===== config.mk =====
export PLATFORM = sky130hd
export DESIGN_NAME = dz_eyes_ctrl
export DESIGN_NICKNAME = d
export VERILOG_FILES = /design/src/rtl/dz_pkg.sv /design/src/rtl/dz_ms_timer.sv /design/src/rtl/dz_eyes_ctrl.sv
export SDC_FILE = /design/constraint.sdc
export NUM_CORES = 1
export LEC_CHECK = 0
export ABC_AREA = 1
export CORE_MARGIN = 10
export CORE_UTILIZATION = 58
export CTS_CLUSTER_SIZE = 14
export DETAILED_ROUTE_END_ITERATION = 16
export PLACE_DENSITY = 0.78
export SYNTH_ARGS = -nofsm -noshare
export SYNTH_HDL_FRONTEND = slang
export SYNTH_SLANG_ARGS = --single-unit

===== constraint.sdc =====
create_clock -name clk -period 1 [get_ports clk]
set_input_delay 0.2 -clock clk [delete_from_list [all_inputs] [get_ports clk]]
set_output_delay 0.2 -clock clk [all_outputs]
set_load 0.02 [all_outputs]

===== src/rtl/dz_pkg.sv =====
// Shared types and helpers for the eyes display sequencer: state encoding,
// pattern-select values and the look-around wrap rule.
package dz_pkg;

    typedef enum logic [2:0] {
        ST_OFF    = 3'd0,
        ST_IDLE   = 3'd1,
        ST_AUTO   = 3'd2,
        ST_BLINK  = 3'd3,
        ST_MANUAL = 3'd4
    } state_e;

    localparam logic [2:0] NUM_BLANK = 3'd0;
    localparam logic [2:0] NUM_LEFT  = 3'd1;
    localparam logic [2:0] NUM_RIGHT = 3'd2;
    localparam logic [2:0] NUM_DOWN  = 3'd3;
    localparam logic [2:0] NUM_UP    = 3'd4;

    // Look-around order is left, right, down, up, then back to left.
    function automatic logic [2:0] next_dir(input logic [2:0] dir);
        if (dir == NUM_BLANK || dir >= NUM_UP) begin
            return NUM_LEFT;
        end
        return dir + 3'd1;
    endfunction

    function automatic int max3(input int a, input int b, input int c);
        int m;
        m = (a > b) ? a : b;
        return (m > c) ? m : c;
    endfunction

endpackage


===== src/rtl/dz_ms_timer.sv =====
// Loadable millisecond down counter; expire is high during the cycle the count is 1.
// Load takes effect at the next edge and overrides counting; the counter parks at zero.
module dz_ms_timer #(
    parameter int W = 4
) (
    input  logic         clk,
    input  logic         rst_n,
    input  logic         load,
    input  logic [W-1:0] load_val,
    output logic         expire
);

    logic [W-1:0] cnt;

    always_ff @(posedge clk or negedge rst_n) begin
        if (!rst_n) begin
            cnt <= '0;
        end else if (load) begin
            cnt <= load_val;
        end else if (cnt != '0) begin
            cnt <= cnt - W'(1);
        end
    end

    assign expire = (cnt == W'(1));

endmodule


===== src/rtl/dz_eyes_ctrl.sv =====
// Eyes display sequencer: arbitrates auto look-around with blink against manual keys.
// All outputs registered, one cycle from input sample; no backpressure (pattern select is level).
module dz_eyes_ctrl
    import dz_pkg::*;
#(
    parameter int DWELL_MS    = 500,
    parameter int HOLD_MS     = 3000,
    parameter int BLINK_MS    = 150,
    parameter int BLINK_EVERY = 4
) (
    input  logic       clk,
    input  logic       rst_n,
    input  logic       en,
    input  logic       auto_en,
    input  logic       key_valid,
    input  logic [2:0] key_dir,
    output logic [2:0] num,
    output logic [2:0] mode,
    output logic       step_pulse
);

    localparam int TMAX = max3(DWELL_MS, HOLD_MS, BLINK_MS);
    localparam int TW   = $clog2(TMAX + 1);
    localparam int CW   = (BLINK_EVERY > 1) ? $clog2(BLINK_EVERY) : 1;

    localparam logic [TW-1:0] T_DWELL  = TW'(DWELL_MS);
    localparam logic [TW-1:0] T_HOLD   = TW'(HOLD_MS);
    localparam logic [TW-1:0] T_BLINK  = TW'(BLINK_MS);
    localparam logic [CW-1:0] CNT_LAST = CW'(BLINK_EVERY - 1);

    logic [1:0]    rst_sync;
    logic          rst_core_n;

    state_e        st;
    state_e        st_n;
    logic [2:0]    num_n;
    logic [2:0]    last;
    logic [2:0]    last_n;
    logic [2:0]    nxt;
    logic [CW-1:0] step_cnt;
    logic [CW-1:0] cnt_n;
    logic          pulse_n;
    logic          key_ok;
    logic          go_next;
    logic          go_idle;
    logic          tmr_load;
    logic [TW-1:0] tmr_val;
    logic          tmr_expire;

    // Reset asserts asynchronously but releases two edges after rst_n rises.
    always_ff @(posedge clk or negedge rst_n) begin
        if (!rst_n) begin
            rst_sync <= 2'b00;
        end else begin
            rst_sync <= {rst_sync[0], 1'b1};
        end
    end

    assign rst_core_n = rst_sync[1];

    dz_ms_timer #(
        .W (TW)
    ) u_timer (
        .clk      (clk),
        .rst_n    (rst_core_n),
        .load     (tmr_load),
        .load_val (tmr_val),
        .expire   (tmr_expire)
    );

    assign key_ok = key_valid && (key_dir >= NUM_LEFT) && (key_dir <= NUM_UP);
    assign nxt    = next_dir(last);

    always_comb begin
        st_n     = st;
        num_n    = num;
        last_n   = last;
        cnt_n    = step_cnt;
        pulse_n  = 1'b0;
        tmr_load = 1'b0;
        tmr_val  = '0;
        go_next  = 1'b0;
        go_idle  = 1'b0;

        if (!en) begin
            st_n     = ST_OFF;
            num_n    = NUM_BLANK;
            tmr_load = 1'b1;
        end else if (key_ok) begin
            st_n     = ST_MANUAL;
            num_n    = key_dir;
            last_n   = key_dir;
            tmr_load = 1'b1;
            tmr_val  = T_HOLD;
        end else begin
            case (st)
                ST_OFF: begin
                    // Waking up resumes the last pattern rather than advancing.
                    num_n = last;
                    cnt_n = '0;
                    if (auto_en) begin
                        st_n     = ST_AUTO;
                        tmr_load = 1'b1;
                        tmr_val  = T_DWELL;
                    end else begin
                        st_n = ST_IDLE;
                    end
                end
                ST_IDLE: begin
                    if (auto_en) begin
                        go_next = 1'b1;
                        cnt_n   = '0;
                    end
                end
                ST_AUTO: begin
                    if (tmr_expire) begin
                        if (step_cnt == CNT_LAST) begin
                            // The deferred pattern is next_dir(last), shown when the blink ends.
                            cnt_n    = '0;
                            st_n     = ST_BLINK;
                            num_n    = NUM_BLANK;
                            tmr_load = 1'b1;
                            tmr_val  = T_BLINK;
                        end else begin
                            cnt_n   = step_cnt + CW'(1);
                            go_next = 1'b1;
                        end
                    end else if (!auto_en) begin
                        go_idle = 1'b1;
                    end
                end
                ST_BLINK: begin
                    if (tmr_expire) begin
                        go_next = 1'b1;
                    end else if (!auto_en) begin
                        go_idle = 1'b1;
                    end
                end
                ST_MANUAL: begin
                    if (tmr_expire) begin
                        if (auto_en) begin
                            go_next = 1'b1;
                            cnt_n   = '0;
                        end else begin
                            go_idle = 1'b1;
                        end
                    end
                end
                default: begin
                    st_n     = ST_OFF;
                    num_n    = NUM_BLANK;
                    tmr_load = 1'b1;
                end
            endcase

            if (go_next) begin
                st_n     = ST_AUTO;
                num_n    = nxt;
                last_n   = nxt;
                pulse_n  = 1'b1;
                tmr_load = 1'b1;
                tmr_val  = T_DWELL;
            end
            if (go_idle) begin
                st_n     = ST_IDLE;
                num_n    = last;
                tmr_load = 1'b1;
            end
        end
    end

    always_ff @(posedge clk or negedge rst_core_n) begin
        if (!rst_core_n) begin
            st         <= ST_OFF;
            num        <= NUM_BLANK;
            last       <= NUM_LEFT;
            step_cnt   <= '0;
            step_pulse <= 1'b0;
        end else begin
            st         <= st_n;
            num        <= num_n;
            last       <= last_n;
            step_cnt   <= cnt_n;
            step_pulse <= pulse_n;
        end
    end

    assign mode = st;

    assert property (@(posedge clk) disable iff (!rst_core_n) num <= NUM_UP);
    assert property (@(posedge clk) disable iff (!rst_core_n) step_pulse |-> (st == ST_AUTO));

endmodule


==> impl_results.md, run 1 <==
* Status: did not finish
* Last step reached: global routing
* Error msg: [ERROR DPL-0033] detailed placement checks failed during check placement.
* Initial antenna violation count at 1
* H-tree Lvls at 1
* CTS Sinks at 26
* Clk buf depth at 2
* Placer Congestion at 0.929
* Num CTS Buffers at 3
* Synth Area in Compound Gates at around 6.7%
* Synth top area cells: dfrtp_1, nand2_1, inv_1
* DP Area at 0.00249 mm^2
* Syn Std Cell Area at about 0.0018 mm^2
* Main combinational cell family by area after synthesis: simple AND/OR/NAND/NOR gates
* Sequential share of the synthesized area at 35.9%
* GR repair worst EP: mode[1]$_DFFE_PN0P_/D
* Post-DP HPWL at 3880 um
* Simple-Gate Fraction of Synth Area at 40.1%
* Post-synth top area share at 34.5%
* Synthesized flop and latch total at 26
* CTS Root Cell: clkbuf_4
* Port Buf Inserts at 14
* Worst ep type: sequential cell input
* Placed cell count at 385
* Netlist cell types at 25
* Synth Area in Adders at 3.45%
* XOR/XNOR share of the synthesized area at between 3 and 4%
* Syn Area/Cell at just under 7 um^2
* Synth Instances at around 270
* Mapped Nets at around 280
* Yosys warning count at 0
* Ports at 15
* Chip Height at 75.9 um
* Pre-CTS setup slack at -0.841 ns
* Die span in x at 75.9 um
* FP Rows at 20
* Largest net degree at the start of global routing at 16
* Multiplexer share of the synthesized area at 0%
* Cell taking the most area after synthesis: dfrtp_1
* Initial core utilization at between 50% and 60%
cell families after synthesis:
family          after synthesis
flops                        26
buf+inv                      43
fa+ha+maj                     5
other cells                   1
xor+xnor                      8
simple gates                161
compound gates               24
Yosys cell counts:
master,number
a21oi_1,5
a31oi_1,1
buf_6,2
clkbuf_1,1
conb_1,1
dfrtp_1,25
dfstp_2,1
ha_1,5
inv_1,38
inv_2,2
nand2_1,82
nand2_2,5
nand3_1,26
nand3_2,2
nand3b_1,1
nand4_1,6
nor2_1,27
nor2_2,2
nor2_4,4
nor3_1,5
nor3_2,1
o21ai_0,17
o21ai_1,1
xnor2_1,5
xor2_1,3
repair_timing:
| item | 4_1_cts |
|---|---|
| gates cloned | 1 |
| buffers inserted | 5 |
| endpoints found under the hold margin | 2 |
| gates resized for setup | 70 |
| hold buffers | 1 |
| pin swaps | 16 |
| setup endpoints to repair | 31 |
through the flow:
step,hold WS (ns),util [%]
4_1_cts,0.203,89.4
3_3_place_gp,0.205,82.4
3_5_place_dp,0.190,82.4
2_1_floorplan,-0.0956,-
==> run 2, diff against run 1 <==
--- a/config.mk
+++ b/config.mk
@@ -7,10 +7,9 @@
 export LEC_CHECK = 0
 export ABC_AREA = 1
 export CORE_MARGIN = 10
-export CORE_UTILIZATION = 58
-export CTS_CLUSTER_SIZE = 14
+export CORE_UTILIZATION = 40
 export DETAILED_ROUTE_END_ITERATION = 16
-export PLACE_DENSITY = 0.78
+export PLACE_DENSITY_LB_ADDON = 0.15
 export SYNTH_ARGS = -nofsm -noshare
 export SYNTH_HDL_FRONTEND = slang
 export SYNTH_SLANG_ARGS = --single-unit
==> impl_results.md, run 2 <==
* Multiplexer share of the synthesized area at 0%
* Synth Area in Compound Gates at 6.69%
* GR peak layer: met2
* CP Launch Type: flop
* Fin. Hold Viols at 0
* Synth Instances at 268
* Skew final at 0.00280 ns
* Main combinational cell family by area after synthesis: simple AND/OR/NAND/NOR gates
* Mapped Nets at 281
* Leading cell types in the layout, fill and taps excluded: nand2_1, buf_4, inv_1, dfrtp_1, nor2_1
* CTS Sinks at 26
* Reg clk slew, reported paths at 0.09 ns
* Netlist cell types at 25
* XOR/XNOR share of the synthesized area at 3.86%
* Ys flop type: dfrtp_1
* Fin crit period at 1.64 ns
* Routed wire length at 4960 um
* Antenna viol nets, final at 0
* Sequential share of the synthesized area at 35.9%
* Syn Std Cell Area at between 0.0015 and 0.002 mm^2
* Num CTS Buffers at 3
* Area Overhead vs Synth at 54.3%
* Worst-Skew Late Latency at 0.27 ns
* Cell family with most CP delay: simple AND/OR/NAND/NOR gates
* Post-DP HPWL at 3870 um
* Critical path's slowest cell: dfrtp_1
* Crit. End Element: flop
* CTS Root Cell: clkbuf_8
* Vias at 1935
* Yosys warning count at 0
* Most common cell after layout, fill and taps aside: nand2_1
* Unrepaired setup endpoints after global routing: yes
* Worst Path Arrival at 1.81 ns
* Iter 0 DRT Violations at 99
* Pre-CTS setup slack at -0.815 ns
* Ports at 15
* Worst path required time at approximately 1.2 ns
* Max-cap violations at 0
* FP Rows at 24
* Final Cell Area at approximately 0.0028 mm^2
* DP Area at 0.00250 mm^2
* CP max stage delay at 0.44 ns
* Violated checks: setup timing
* Initial core utilization at 41.4%
* Initial antenna violation count at 0
* Cts hold-fix bufs at 0
* Asr flop ratio synth at 100%
* M2 GR Usage at 23.7%
* Synth Area in Adders at 3.45%
* Avg Vias per Cell at 4.84
* Most frequent CP cell: nand2_1
* Pins Over Slew Limit at 0
* First-pass GRT wire length at 8460 um
* Buf/Inv on CP at 2
* Max Freq at 0.610 GHz
* Synth top area cells: dfrtp_1, nand2_1, inv_1
* Simple-Gate Fraction of Synth Area at about two fifths
* Fraction of layout instances using a drive strength above 1 at approximately two fifths
* Area of the die at 0.00763 mm^2
* Crit-path cells: nor2_4 -> inv_1 -> nor2_4 -> nand3_4 -> nand3_4 -> buf_6 -> nor2_1 -> nand2_1 -> nand2_2 -> nand2_1 -> nand2_1
* Die span in x at approximately 87 um
* Total gr overflow at 0
* CTS tree: done
* Crit Path Max Fanout at 6
* Largest net degree at the start of global routing at 25
* Final worst setup slack at -0.639 ns
* Syn Area/Cell at 6.77 um^2
* Lkg Pwr at around 1.5 nW
* Most common cell in the netlist: nand2_1
* Drt pass-1 iters at 4
* Port Buf Inserts at 14
* Status: complete, but fails checks
* Layout Nets at 362
* Fin crit share at 164%
* H-tree Lvls at 1
* Chip Height at 87.3 um
* Hold crit path type: input port to async pin
* Synthesized flop and latch total at 26
* Met3 usage at about 2%
* GRT Total Usage at 13.4%
* Max VDD drop at 1.15 mV
* Commonest cells in the netlist: nand2_1, inv_1, nor2_1
* Post-synth EDFFs at 0
* WL/cell at approximately 12 um
* Antenna cells at 0
* Core ar. at approximately 0.0044 mm^2
* Drt drc at 0
* Power density over the cells at approximately 1900 mW/mm^2
* Max reg flops at 12
* Met1 Usage GRT at 16.7%
* CP Class: flop to flop
* Placer Congestion at 0.815
* Vias in the first global route at 1883
* Top reg by flops: u_timer.cnt
* Cell taking the most area after synthesis: dfrtp_1
* Clk buf depth at 2
* Final setup fails at 30
* Post-synth top area share at 34.5%
run 2: cell counts after synthesis:
No cell type changed its count.
run 2: power breakdown:
part | total (mW) | switching (mW) | internal [mW] | leakage [nW]
combinational | 2.86 | 1.49 | 1.37 | 1.10
clock | 0.885 | 0.349 | 0.536 | 0.0357
sequential | 1.47 | 0.184 | 1.28 | 0.331
total | 5.21 | 2.03 | 3.19 | 1.47
run 2: worst paths after layout:
kind | startpoint | endpoint | slack, ns | cells past startpoint
worst max-delay path | u_timer.cnt[2] | mode[1] | -0.64 | 11
worst min-delay path | rst_n | rst_sync[0] | 0.07 | 1
worst max register to register | u_timer.cnt[2] | mode[1] | -0.64 | 11
worst min register to register | rst_sync[1] | last[2] | 0.22 | 1
max in group asynchronous | rst_sync[1] | last[0] | 0.55 | 1
min in group clk | rst_sync[0] | rst_sync[1] | 0.37 | 0
run 2: cell families after synthesis:
group	after synthesis
and+or+nand+nor	161
buffers and inverters	43
DFF	26
AOI/OAI and AO/OA	24
xor gates and xnor gates	8
adders and majority gates	5
other	1
run 2: stage by stage:
stage                     utilization, %  setup TNS [ns]  total power, mW  hold WS, ns  std cells
final                               63.8          -14.38             5.21       0.0720        400
after global placement              57.1          -18.82             3.96        0.210        391
after detailed placement            57.1          -19.70             3.98        0.226        391
after global routing                63.8          -17.62             5.60       0.0677        400
after CTS                           63.0          -14.43             5.19       0.0742        398
after floorplan                        -          -11.78             2.86      -0.0956        268
run 2: final cells by class:
cell class              instances  area, um^2
well taps                      52        65.1
clock buffers                   3        41.3
multi-input cells             199        1170
clock inverters                 1        30.0
repair buffers                 79         679
inverters                      40         153
flip-flops and latches         26         656
fillers                       397        1590
run 2: routing by layer:
layer / share of wire, % / vias to the layer above
met4: 0.95 / 0
met1: 45 / 901
met5: 0 / -
met3: 3.2 / 6
li1: - / 1003
met2: 51 / 25
run 2: timing repair:
item	CTS	global route
pin swaps	28	10
endpoints found under the setup margin	31	31
setup buffers	3	2
resized for setup	93	9
(Power assumes the default switching activity.)
==> run 3, diff against run 2 <==
--- a/config.mk
+++ b/config.mk
@@ -6,10 +6,13 @@
 export NUM_CORES = 1
 export LEC_CHECK = 0
 export ABC_AREA = 1
+export CELL_PAD_IN_SITES_DETAIL_PLACEMENT = 1
+export CELL_PAD_IN_SITES_GLOBAL_PLACEMENT = 2
 export CORE_MARGIN = 10
-export CORE_UTILIZATION = 40
+export CORE_UTILIZATION = 32
 export DETAILED_ROUTE_END_ITERATION = 16
 export PLACE_DENSITY_LB_ADDON = 0.15
+export SLEW_MARGIN = 20
 export SYNTH_ARGS = -nofsm -noshare
 export SYNTH_HDL_FRONTEND = slang
 export SYNTH_SLANG_ARGS = --single-unit
==> impl_results.md, run 3 (same netlist as run 2, synthesis figures left out) <==
* Fin cells at 429
* Buf/Inv on CP at 2
* Top reg by flops: u_timer.cnt
* Worst path required time at 1.18 ns
* Fraction of layout instances using a drive strength above 1 at 36.7%
* Ports at 15
* Largest net degree at the start of global routing at 19
* Levels on crit path at 10
* Post-DP HPWL at 4990 um
* Max Freq at 0.575 GHz
* Chip Height at approximately 95 um
* Total gr overflow at 0
* CP endpoint: u_timer.cnt[8]
* Filler cells at 732
* Iter 0 DRT Violations at 63
* Drt drc at 0
* Worst reg2reg setup slack at -0.74 ns
* Worst hold margin at 0.0708 ns
* Initial antenna violation count at 0
* Critical path's slowest cell: dfrtp_1
* CTS tree: done
* Placer Congestion at 0.806
* CP max stage delay at around 0.37 ns
* Worst Path Arrival at 1.92 ns
* Skew final at 0.00632 ns
* Crit-path cells: ha_2 -> inv_2 -> o21ai_1 -> nand2_1 -> nand3_4 -> nand3_4 -> nor2_4 -> nand4_1 -> nand2_1 -> inv_1
* Crit path launch: step_cnt[0]
* Antenna viol nets, final at 0
* Final setup fails at 30
* Layout Nets at roughly 370
* Core ar. at ~0.0055 mm^2
* Max reg flops at 12
* H-tree Lvls at 1
* Unrepaired setup endpoints after global routing: yes
* Placed cell count at 418
* Power density over the cells at 1820 mW/mm^2
* Hold crit path type: input port to async pin
* Cell family with most CP delay: simple AND/OR/NAND/NOR gates
* FP Rows at 27
* Worst-Skew Late Latency at 0.28 ns
* Vias in the first global route at 2165
* Crit. End Element: flop
* Status: complete, but fails checks
* Final worst setup slack at -0.738 ns
* CTS Root Cell: clkbuf_8
* Area of the die at 0.00908 mm^2
* Num CTS Buffers at 3
* CTS Sinks at 26
* First-pass GRT wire length at 10100 um
* Crit Path Max Fanout at 6
* Avg Vias per Cell at 4.76
* End of the worst register-to-register path: u_timer.cnt[8]
* Lkg Pwr at 1.49 nW
* FF-to-FF path depth at 10
* WL/cell at 14.5 um
* GRT Total Usage at 14.2%
* Initial core utilization at about 33%
* Max VDD drop at 0.814 mV
* Antenna cells at 0
* Most common cell after layout, fill and taps aside: nand2_1
* Tot Pwr at 5.12 mW
* Clk buf depth at 2
* Leading cell types in the layout, fill and taps excluded: nand2_1, buf_4, inv_1, dfrtp_1, nor2_1
* Fin. Hold Viols at 0
* Routed wire length at approximately 6200 um
* Port Buf Inserts at 14
* Vias at 2043
* Violated checks: setup timing
* Pins Over Slew Limit at 0
* Cts hold-fix bufs at 0
* Final Util at 51.0%
* Fin crit period at 1.74 ns
* CP Class: flop to flop
* CP Launch Type: flop
* Reg-to-Reg Start: step_cnt[0]
* Die span in x at 95.3 um
* Reg clk slew, reported paths at 0.10 ns
* Fin crit share at 174%
* Max-cap violations at 0
* Drt pass-1 iters at 4
* Area Overhead vs Synth at 54.8%
## run 3: how the worst min path moves through the flow
| stage | startpoint | end | cells past startpoint |
|---|---|---|---|
| floorplan | rst_n | rst_sync[0] | 0 |
| global placement | rst_sync[1] | step_cnt[1] | 0 |
| detailed placement | rst_sync[1] | step_cnt[1] | 0 |
| CTS | rst_n | rst_sync[0] | 1 |
| global route | rst_n | rst_sync[0] | 1 |
| finish | rst_n | rst_sync[1] | 1 |
## run 3: stage by stage
stage | instance area, um^2 | setup WS [ns] | setup TNS [ns]
floorplan | 1860 | -0.562 | -11.78
finish | 2810 | -0.738 | -16.40
detailed placement | 2580 | -0.929 | -21.12
global placement | 2580 | -0.874 | -19.81
global route | 2810 | -0.888 | -19.81
CTS | 2740 | -0.732 | -16.34
## run 3: final cells by class
| class | instances | area [um^2] | area share [%] |
|---|---|---|---|
| timing repair buffer | 88 | 732 | 26.1 |
| inverter | 40 | 150 | 5.35 |
| multi-input combinational | 199 | 1130 | 40.4 |
| tap | 72 | 90.1 | 3.21 |
| clock buffer | 4 | 45.0 | 1.60 |
| sequential | 26 | 657 | 23.4 |
## run 3: routing by layer
layer / GRT usage [%] / routed length, um / share of wire [%]
met1: 18.5 / 3010 / 48
met2: 23.4 / 2930 / 47
met3: 2.51 / 203 / 3.3
met4: 4.11 / 78 / 1.3
met5: 0 / 0 / 0
## run 3: repair_timing
| action | CTS | global route |
|---|---|---|
| resized for setup | 66 | 11 |
| buffers inserted | 2 | 6 |
| pin swaps | 15 | 3 |
| endpoints found under the setup margin | 31 | 31 |
## run 3: report_power, final
part / switching (mW) / internal, mW
Combinational: 1.53 / 1.44
Sequential: 0.203 / 1.28
Clock: 0.364 / 0.287
Total: 2.10 / 3.01
==> run 4, diff against run 3 <==
--- a/config.mk
+++ b/config.mk
@@ -9,9 +9,10 @@
 export CELL_PAD_IN_SITES_DETAIL_PLACEMENT = 1
 export CELL_PAD_IN_SITES_GLOBAL_PLACEMENT = 2
 export CORE_MARGIN = 10
-export CORE_UTILIZATION = 32
+export CORE_UTILIZATION = 30
 export DETAILED_ROUTE_END_ITERATION = 16
 export PLACE_DENSITY_LB_ADDON = 0.15
+export RECOVER_POWER = 100
 export SLEW_MARGIN = 20
 export SYNTH_ARGS = -nofsm -noshare
 export SYNTH_HDL_FRONTEND = slang
==> impl_results.md, run 4 (same netlist as run 2, synthesis figures left out) <==
* CP Class: flop to flop
* CP max stage delay at 0.41 ns
* Final worst setup slack at -0.792 ns
* First-pass GRT wire length at about 11000 um
* Initial core utilization at 30.8%
* CP Launch Type: flop
* Filler cells at 757
* Area Overhead vs Synth at 65.2%
* H-tree Lvls at 1
* Unrepaired setup endpoints after global routing: yes
* CTS Sinks at 26
* Total gr overflow at 0
* Ports at 15
* WL/cell at 14.7 um
* Worst hold margin at 0.138 ns
* Routed wire length at between 6000 and 7000 um
* Crit-path cells: nor2_2 -> nand2_2 -> nor2_4 -> nand2_2 -> nand3_2 -> nand2_4 -> nor2_4 -> nand4_1 -> buf_6 -> nand2_1 -> inv_1
* Drt drc at 0
* Max reg flops at 12
* Critical path's slowest cell: dfrtp_1
* Placer Congestion at 0.818
* Worst path required time at between 1 and 1.5 ns
* Port Buf Inserts at 14
* Num CTS Buffers at 3
* DP Area at 0.00260 mm^2
* Slew margin rel. at a little over half
* Worst reg2reg setup slack at -0.79 ns
* Reg clk slew, reported paths at 0.11 ns
* Worst-Skew Late Latency at 0.29 ns
* Fin crit share at 179%
* Hold crit path type: input port to async pin
* Chip Height at between 90 and 100 um
* Final setup fails at 31
* Clk buf depth at 2
* CTS Root Cell: clkbuf_8
* Antenna viol nets, final at 0
* Worst Path Arrival at around 2.0 ns
* Largest net degree at the start of global routing at 25
* Antenna cells at 0
* Top reg by flops: u_timer.cnt
* FP Rows at 28
* Violated checks: setup timing
* Iter 0 DRT Violations at approximately 90
* Placed cell count at approximately 420
* Area of the die at 0.00956 mm^2
* Fin cells at 438
* Post-DP HPWL at 5000 um
* Initial antenna violation count at 0
* Skew final at roughly 0.013 ns
* Vias in the first global route at 2196
* Power density over the cells at 1870 mW/mm^2
* Fin crit period at 1.79 ns
* Avg Vias per Cell at 4.62
* Crit. End Element: flop
* Drt pass-1 iters at 4
* Pins Over Slew Limit at 0
* Lkg Pwr at 1.55 nW
* Fin. Hold Viols at 0
* Crit Path Max Fanout at 6
* Most common cell after layout, fill and taps aside: buf_4
* Leading cell types in the layout, fill and taps excluded: buf_4, nand2_1, inv_1, dfrtp_1, nand2_2
* Cts hold-fix bufs at 0
* Fraction of layout instances using a drive strength above 1 at 47.1%
* Tightest Pin Transition at between 0.6 and 0.7 ns
* Max-cap violations at 0
* Layout Nets at 377
* Die span in x at about 100 um
* Max Freq at ~0.56 GHz
* Core ar. at 0.00589 mm^2
* Vias at 2024
* GRT Total Usage at approximately an eighth
* Max VDD drop at approximately 1.0 mV
* Status: complete, but fails checks
* Final Cell Area at 0.00300 mm^2
* CTS tree: done
-- run 4: cell type report --
class                      instances  area (um^2)  share of cell area (%)
sequential                        26          656                    21.9
clock buffer                       3         41.3                    1.38
timing repair buffer              94          785                    26.2
multi-input combinational        199         1240                    41.3
clock inverter                     1         30.0                    1.00
tap                               75         93.8                    3.13
inverter                          40          155                    5.18
-- run 4: path summary, 6_finish.rpt --
| path | from | end | depth (start not counted) |
|---|---|---|---|
| max | u_timer.cnt[5] | u_timer.cnt[6] | 11 |
| min | rst_n | rst_sync[0] | 1 |
| max reg2reg | u_timer.cnt[5] | u_timer.cnt[6] | 11 |
| min reg2reg | rst_sync[1] | num[0] | 1 |
| max in group asynchronous | rst_sync[1] | mode[2] | 1 |
| min in group clk | rst_sync[0] | rst_sync[1] | 0 |
-- run 4: per-layer routing --
metal	wire, um	vias to the layer above	global-route usage, %
met5	0	-	0
met4	46	0	2.80
met3	144	4	2.18
li1	-	1034	-
met2	3190	19	22.9
met1	3070	967	16.6
-- run 4: worst max-delay path, delay by kind of cell (launching register included) --
kind / cells / cell delay (ns)
simple gates: 9 / 1.10
flops: 1 / 0.41
buf+inv: 2 / 0.21
-- run 4: through the flow --
step	power, mW	utilization [%]	setup TNS [ns]	setup WS [ns]
2_1_floorplan	2.86	-	-11.78	-0.562
6_report	5.59	50.9	-16.56	-0.792
5_1_grt	6.02	50.9	-19.15	-0.881
3_3_place_gp	4.10	44.2	-20.11	-0.842
3_5_place_dp	4.16	44.2	-21.40	-0.946
4_1_cts	5.40	48.4	-15.43	-0.686
-- run 4: timing repair --
| action | in CTS | in global routing |
|---|---|---|
| buffers inserted | 4 | 8 |
| pin swaps | 27 | 22 |
| hold endpoints to repair | 0 | 0 |
| gates resized for setup | 88 | 45 |
| endpoints found under the setup margin | 31 | 31 |
-- run 4: power breakdown --
group / total (mW) / internal, mW / switching (mW)
Combinational: 3.19 / 1.52 / 1.67
Sequential: 1.48 / 1.28 / 0.198
Clock: 0.926 / 0.537 / 0.388
Total: 5.59 / 3.34 / 2.26
